==> src/rtl/wb_ic_pkg.sv <==
// Shared types and helpers for the 1xN Wishbone interconnect.
// Optional watchdog in the top is enabled by defining WB_IC_TIMEOUT_EN.
package wb_ic_pkg;

   typedef enum logic [1:0] {
      IDLE,
      ACTIVE,
      DEFERR
   } ic_state_e;

   function automatic int unsigned sel_bits(input int unsigned n);
      return $clog2(n + 1);
   endfunction

   // Wide enough for 16 slaves; callers slice down to sel_bits(N).
   localparam logic [4:0] NO_SLAVE = '1;

endpackage

==> src/rtl/wb_ic_addr_decode.sv <==
// Combinational address range compare with lowest-index-wins priority.
// Range table is packed {base0,limit0,base1,limit1,...}, slave 0 most significant.
module wb_ic_addr_decode
   import wb_ic_pkg::*;
#(
   parameter int unsigned                   AW          = 32,
   parameter int unsigned                   N           = 6,
   parameter logic [2*N*AW-1:0]             ADDR_RANGES = '0
) (
   input  logic [AW-1:0]          i_adr,
   output logic                   o_hit,
   output logic [sel_bits(N)-1:0] o_idx
);

   localparam int unsigned SW = sel_bits(N);

   always_comb begin
      o_hit = 1'b0;
      o_idx = '0;
      for (int unsigned i = 0; i < N; i++) begin
         if (!o_hit &&
             (i_adr >= ADDR_RANGES[(2*(N-1-i)+1)*AW +: AW]) &&
             (i_adr <= ADDR_RANGES[(2*(N-1-i))*AW +: AW])) begin
            o_hit = 1'b1;
            o_idx = SW'(i);
         end
      end
   end

endmodule

==> src/rtl/wb_interconnect_1xn.sv <==
// Single-master to N-slave Wishbone B4 interconnect, registered decode, grant locked per CYC.
// Define WB_IC_TIMEOUT_EN to add a stall watchdog that forces ERR after TIMEOUT_CYCLES.
module wb_interconnect_1xn
   import wb_ic_pkg::*;
#(
   parameter int unsigned                          WB_ADDR_WIDTH  = 32,
   parameter int unsigned                          WB_DATA_WIDTH  = 32,
   parameter int unsigned                          N_SLAVES       = 6,
   parameter logic [2*N_SLAVES*WB_ADDR_WIDTH-1:0]  ADDR_RANGES    = '0,
   parameter int unsigned                          TIMEOUT_CYCLES = 256
) (
   input  logic                                      clk,
   input  logic                                      rst,
   input  logic [WB_ADDR_WIDTH-1:0]                  m_adr,
   input  logic [WB_DATA_WIDTH-1:0]                  m_dat_w,
   input  logic [WB_DATA_WIDTH/8-1:0]                m_sel,
   input  logic [2:0]                                m_cti,
   input  logic [1:0]                                m_bte,
   input  logic                                      m_cyc,
   input  logic                                      m_stb,
   input  logic                                      m_we,
   output logic [WB_DATA_WIDTH-1:0]                  m_dat_r,
   output logic                                      m_ack,
   output logic                                      m_err,
   output logic [N_SLAVES*WB_ADDR_WIDTH-1:0]         s_adr,
   output logic [N_SLAVES*WB_DATA_WIDTH-1:0]         s_dat_w,
   output logic [N_SLAVES*WB_DATA_WIDTH/8-1:0]       s_sel,
   output logic [N_SLAVES*3-1:0]                     s_cti,
   output logic [N_SLAVES*2-1:0]                     s_bte,
   output logic [N_SLAVES-1:0]                       s_we,
   output logic [N_SLAVES-1:0]                       s_cyc,
   output logic [N_SLAVES-1:0]                       s_stb,
   input  logic [N_SLAVES*WB_DATA_WIDTH-1:0]         s_dat_r,
   input  logic [N_SLAVES-1:0]                       s_ack,
   input  logic [N_SLAVES-1:0]                       s_err
);

   localparam int unsigned AW = WB_ADDR_WIDTH;
   localparam int unsigned DW = WB_DATA_WIDTH;
   localparam int unsigned SW = sel_bits(N_SLAVES);
   localparam logic [SW-1:0] NO_SEL = NO_SLAVE[SW-1:0];

   if (N_SLAVES < 1 || N_SLAVES > 16 || TIMEOUT_CYCLES < 1) begin : g_bad_cfg
      $error("wb_interconnect_1xn: illegal parameter set");
   end

   ic_state_e       r_state, w_state_nxt;
   logic [SW-1:0]   r_sel, w_sel_nxt;
   logic            r_err, w_err_nxt;
   logic            w_hit;
   logic [SW-1:0]   w_idx;
   logic            w_slv_ack, w_slv_err;
   logic [DW-1:0]   w_slv_dat;
   logic            w_timeout;

   wb_ic_addr_decode #(
      .AW          (AW),
      .N           (N_SLAVES),
      .ADDR_RANGES (ADDR_RANGES)
   ) u_decode (
      .i_adr (m_adr),
      .o_hit (w_hit),
      .o_idx (w_idx)
   );

   assign s_adr   = {N_SLAVES{m_adr}};
   assign s_dat_w = {N_SLAVES{m_dat_w}};
   assign s_sel   = {N_SLAVES{m_sel}};
   assign s_cti   = {N_SLAVES{m_cti}};
   assign s_bte   = {N_SLAVES{m_bte}};
   assign s_we    = {N_SLAVES{m_we}};

   always_comb begin
      w_slv_ack = 1'b0;
      w_slv_err = 1'b0;
      w_slv_dat = '0;
      for (int unsigned i = 0; i < N_SLAVES; i++) begin
         if (r_sel == SW'(i)) begin
            w_slv_ack = s_ack[i];
            w_slv_err = s_err[i];
            w_slv_dat = s_dat_r[i*DW +: DW];
         end
      end
   end

`ifdef WB_IC_TIMEOUT_EN
   localparam int unsigned WDW = $clog2(TIMEOUT_CYCLES + 1);
   logic [WDW-1:0] r_wdog;

   assign w_timeout = (r_wdog == WDW'(TIMEOUT_CYCLES));

   // Held at zero outside ACTIVE, so every entry into ACTIVE starts a fresh count.
   always_ff @(posedge clk) begin
      if (rst || r_state != ACTIVE || w_slv_ack || w_slv_err) begin
         r_wdog <= '0;
      end else if (m_stb && !w_timeout) begin
         r_wdog <= r_wdog + 1'b1;
      end
   end
`else
   assign w_timeout = 1'b0;
`endif

   always_ff @(posedge clk) begin
      if (rst) begin
         r_state <= IDLE;
         r_sel   <= NO_SEL;
         r_err   <= 1'b0;
      end else begin
         r_state <= w_state_nxt;
         r_sel   <= w_sel_nxt;
         r_err   <= w_err_nxt;
      end
   end

   always_comb begin
      w_state_nxt = r_state;
      w_sel_nxt   = r_sel;
      w_err_nxt   = 1'b0;
      s_cyc       = '0;
      s_stb       = '0;
      m_ack       = 1'b0;
      m_err       = 1'b0;
      m_dat_r     = '0;
      unique case (r_state)
         IDLE: begin
            if (m_cyc && m_stb) begin
               w_sel_nxt   = w_hit ? w_idx : NO_SEL;
               w_state_nxt = w_hit ? ACTIVE : DEFERR;
            end
         end
         ACTIVE: begin
            if (!m_cyc || w_timeout) begin
               w_state_nxt = m_cyc ? DEFERR : IDLE;
               w_sel_nxt   = NO_SEL;
            end else begin
               for (int unsigned i = 0; i < N_SLAVES; i++) begin
                  if (r_sel == SW'(i)) begin
                     s_cyc[i] = m_cyc;
                     s_stb[i] = m_stb;
                  end
               end
               m_ack   = w_slv_ack;
               m_err   = w_slv_err;
               m_dat_r = w_slv_dat;
            end
         end
         DEFERR: begin
            m_err = r_err;
            if (!m_cyc) begin
               w_state_nxt = IDLE;
               w_sel_nxt   = NO_SEL;
            end else begin
               w_err_nxt = m_stb & ~r_err;
            end
         end
         default: begin
            w_state_nxt = IDLE;
            w_sel_nxt   = NO_SEL;
         end
      endcase
   end

endmodule

==> config.mk <==
export PLATFORM = sky130hd
export DESIGN_NAME = wb_interconnect_1xn
export DESIGN_NICKNAME = d
export VERILOG_FILES = /design/src/rtl/wb_ic_pkg.sv /design/src/rtl/wb_ic_addr_decode.sv /design/src/rtl/wb_interconnect_1xn.sv
export SDC_FILE = /design/constraint.sdc
export NUM_CORES = 1
export LEC_CHECK = 0
export CAP_MARGIN = 5
export CORE_AREA = 4 4 297 299
export DETAILED_ROUTE_END_ITERATION = 10
export DIE_AREA = 0 0 301 303
export MAX_ROUTING_LAYER = met4
export PLACE_DENSITY = 0.39
export SLEW_MARGIN = 20
export SYNTH_ARGS = -nofsm -noshare
export SYNTH_HDL_FRONTEND = slang
export SYNTH_SLANG_ARGS = --single-unit
export TNS_END_PERCENT = 10
==> constraint.sdc <==
create_clock -name clk -period 1.8 [get_ports clk]
set_clock_uncertainty 0.15 [all_clocks]
set_input_delay 0.45 -clock clk [delete_from_list [all_inputs] [get_ports clk]]
set_output_delay 0.45 -clock clk [all_outputs]
set_load 0.005 [all_outputs]
==> results by stage <==
Run status:
- The flow ran to the end, but the final reports show violations.
- The final reports fail on negative setup slack.

Finish:
- The relative area change from synthesis to final layout is 34.0%.
- The top cell types in the final layout, fill and taps aside, are clkdlybuf4s50_1, dlygate4sd2_1, buf_2, buf_6, buf_4.
- The final layout contains 702 nets.
- The final cell count without fillers is 1560.
- Cells with a size suffix above 1 make up 33.3% of the layout.
- The filler cell count is 10100.
- Cells fill 6.19% of the core in the end.
- The final non-filler cell area is 5270 µm².
- The library cell used most frequently in the layout, excluding fill and tap cells, is clkdlybuf4s50_1.

Drt:
- The DRC violation total after the first TritonRoute iteration is 70.
- The via total after detailed routing is 2363.
- In the routed design, unresolved DRC markers number 0.
- The first detailed-routing pass took 4 iterations.
- After detailed routing, the average wire length per cell comes to 11.1 µm.
- The detail route stage leaves a number of antenna-violating nets equal to 0.
- The sum of routed wire length over all layers is 17300 µm.
- Using the TritonRoute via totals, the vias-per-cell ratio works out to 1.51.

CTS:
- The CTS tree is yes.
- The clock input transition at the sequential cells of the worst setup and hold paths is 0.03 ns.
- Buffers inserted during clock tree synthesis total 3.
- CTS built an H-tree with a depth of 1.
- The longest clock path from root to sink contains 2 buffers.
- The root buffer cell is clkbuf_16.
- The tree built by TritonCTS fans out to 4 sinks.
- The clock network latency to the later pin of the worst-skew pair is 0.22 ns.

Timing:
- In the finished design, the share of the clock period the worst path needs comes to 126%.
- The timing-limited maximum frequency is 442 MHz.
- Setup repair after global routing could not meet its margin everywhere.
- The final count of pins violating max slew came to 0.
- The time the final worst path needs with I/O delays and setup is 2.26 ns.
- The final worst setup slack is -0.463 ns.
- The hold violation count in the final report came to 0.
- Setup violations remaining at the end of the flow were counted as 43.

Critical path:
- The category of the worst setup path capture point is a primary output.
- Walking the worst path, the cells encountered are inv_2 > ha_4 > and3b_2 > buf_12 > buf_12 > buf_8 > and2_4 > buf_6.
- The capture instance of the worst register-to-register path is r_sel[1].
- The worst register-to-register path begins at r_state[1].
- Counting cells, the worst reg-to-reg path comes to 7.
- The worst setup path is launched from a flip-flop.
- The library cell contributing the largest single delay on the critical path is dfxtp_2.
- The data arrival time of the critical path is 1.66 ns.
- The worst register-to-register path has a setup slack of -0.25 ns.
- On the worst path, the slowest cell contributes a delay of 0.33 ns.
- The largest fanout of any net on the critical path is 6.
- The category of the most critical setup path is flip-flop to primary output.
- STA puts the critical path data required time at 1.20 ns.
- The most frequent cell on the critical path is buf_12.

Logic synthesis:
- Synthesis produced a netlist whose cell count is 526.
- The total number of yosys warnings is 0.
- Synthesis instantiated 22 different standard cells from the library.
- The post-synthesis sequential area ratio is 2.04%.
- Summing every instance area after synthesis gives 3930 µm².
- The average cell area after synthesis is 7.48 µm².
- The register bit total from synthesis is 4.

Place:
- The placed instance count is 1545.
- The sum of net half-perimeters after detailed placement is 15200 µm.
- The count of buffers added on input and output ports is 297.
- Once placement finished, the instance area stood at 5220 µm².
- The final estimated routing congestion in global placement is 0.851.

Global route:
- The met1 global-route usage is 2.35%.
- The global routing usage summed across all routing layers is 3.38%.
- The initial antenna violation count is 8.
- For this run, global-route usage on met3 was measured as 2.50%.
- The first-pass GRT wire length is 20500 µm.
- The via count of the first global-routing pass is 2293.
- The pin count of the biggest net entering global routing is 11.
- The sum of overflow across all layers after global routing is 0.
- met2 is the most crowded layer.
- For met2 alone, demand over resource in global routing was 5.92%.

Floorplanning:
- The count of boundary I/O pins is 772.
- The full die area is 91200 µm².
- The starting density of the core is 4.62%.
- The core area is 85100 µm².
- The floorplan step set the die height to 303 µm.
- The floorplan row count is 107.
- The width of the die is 301 µm.

Hold path:
- The end point of the most critical hold path is r_err.
- The number of cells on the worst hold path is 1.
- The worst min-delay path category is flip-flop to flip-flop.
- The startpoint identified for the worst hold timing path is r_err.

Job:
- Max-cap violations in this run came to 0.

Power:
- Dividing total power by cell area gives a power density of 217 nW/µm².
- The maximum ir drop on the vdd rail is 324 µV.
- The leakage power of the design is 1.96 nW.
metrics by stage:
stage	power [mW]	TNS [ns]	hold slack, ns	setup slack, ns
6_report	1.14	-15.04	0.279	-0.463
5_1_grt	1.21	-17.64	0.287	-0.527
4_1_cts	1.17	-19.95	0.271	-0.506
3_5_place_dp	0.909	-119.29	0.260	-1.02
3_3_place_gp	0.910	-117.55	0.256	-1.03
2_1_floorplan	0.931	-0.188	0.249	-0.00938
registers in the layout, indices dropped and copies added (netlist names):
| name | flops |
|---|---|
| r_sel | 1 |
| r_state | 2 |
| r_err | 1 |
critical path, delay by kind of cell, from the launching register on:
family / cells / cell delay [ns]
simple gates: 2 / 0.37
flops: 1 / 0.33
fa+ha+maj: 1 / 0.15
buf+inv: 5 / 0.57
layout make-up:
type | instances | area [µm²] | area share (%)
multi-input cells | 71 | 514 | 9.76
inverters | 2 | 7.51 | 0.142
flip-flops and latches | 4 | 81.3 | 1.54
repair buffers | 335 | 3160 | 59.9
clock buffers | 3 | 75.1 | 1.42
well taps | 1144 | 1430 | 27.2
diodes | 1 | 2.50 | 0.0475
metal layers:
metal / up-vias / wire [µm]
met3: 92 / 3910
met2: 429 / 7940
li1: 928 / -
met1: 914 / 4220
met5: - / 0
met4: 0 / 1220
synthesized netlist by cell type (all sizes together):
library cell,n,area [µm²]
nor2,3,11.3
clkbuf,3,11.3
o2bb2ai,1,8.76
nand4,2,12.5
or4b,1,13.8
and2,33,206
conb,1,3.75
nor3b,1,7.51
nand2,1,6.26
a21o,1,7.51
dfxtp,4,80.1
and3b,1,10.0
nor2b,1,6.26
nor4b,1,8.76
nor4,8,50.1
a22oi,2,15.0
buf,455,3410
nor3,2,15.0
inv,2,7.51
ha,3,37.5
power breakdown:
group	switching [mW]	internal, mW	total [mW]
logic	0.258	0.444	0.702
registers	0.00163	0.0919	0.0935
clock network	0.0639	0.284	0.348
repair_timing:
| item | in CTS | in global routing |
|---|---|---|
| resized for setup | 410 | 26 |
| pin swaps | 13 | 3 |
| setup buffers | 9 | 0 |
| cloned | 3 | 0 |
| setup endpoints to repair | 231 | 53 |
| hold buffers | 0 | 0 |
cells by family (layout without fill, tap and decap cells):
| group | after synthesis | count (layout) | share of synthesized area, % |
|---|---|---|---|
| AOI/OAI and AO/OA | 4 | 4 | 0.795 |
| other | 1 | 11 | 0.0954 |
| DFF | 4 | 4 | 2.04 |
| adders and majority gates | 3 | 3 | 0.955 |
| buffers and inverters | 460 | 340 | 87.3 |
| and+or+nand+nor | 54 | 54 | 8.85 |
worst max path at each step:
stage / start / to / slack (ns) / cells after the start
5_1_grt: r_state[1] / m_dat_r[1] / -0.53 / 8
3_5_place_dp: m_cyc / m_dat_r[1] / -1.02 / 5
6_report: r_state[1] / m_dat_r[1] / -0.46 / 8
4_1_cts: r_state[1] / m_dat_r[1] / -0.51 / 8
3_3_place_gp: m_cyc / m_dat_r[1] / -1.03 / 5
2_1_floorplan: r_state[1] / m_dat_r[10] / -0.009 / 6
(Power assumes the default switching activity.)
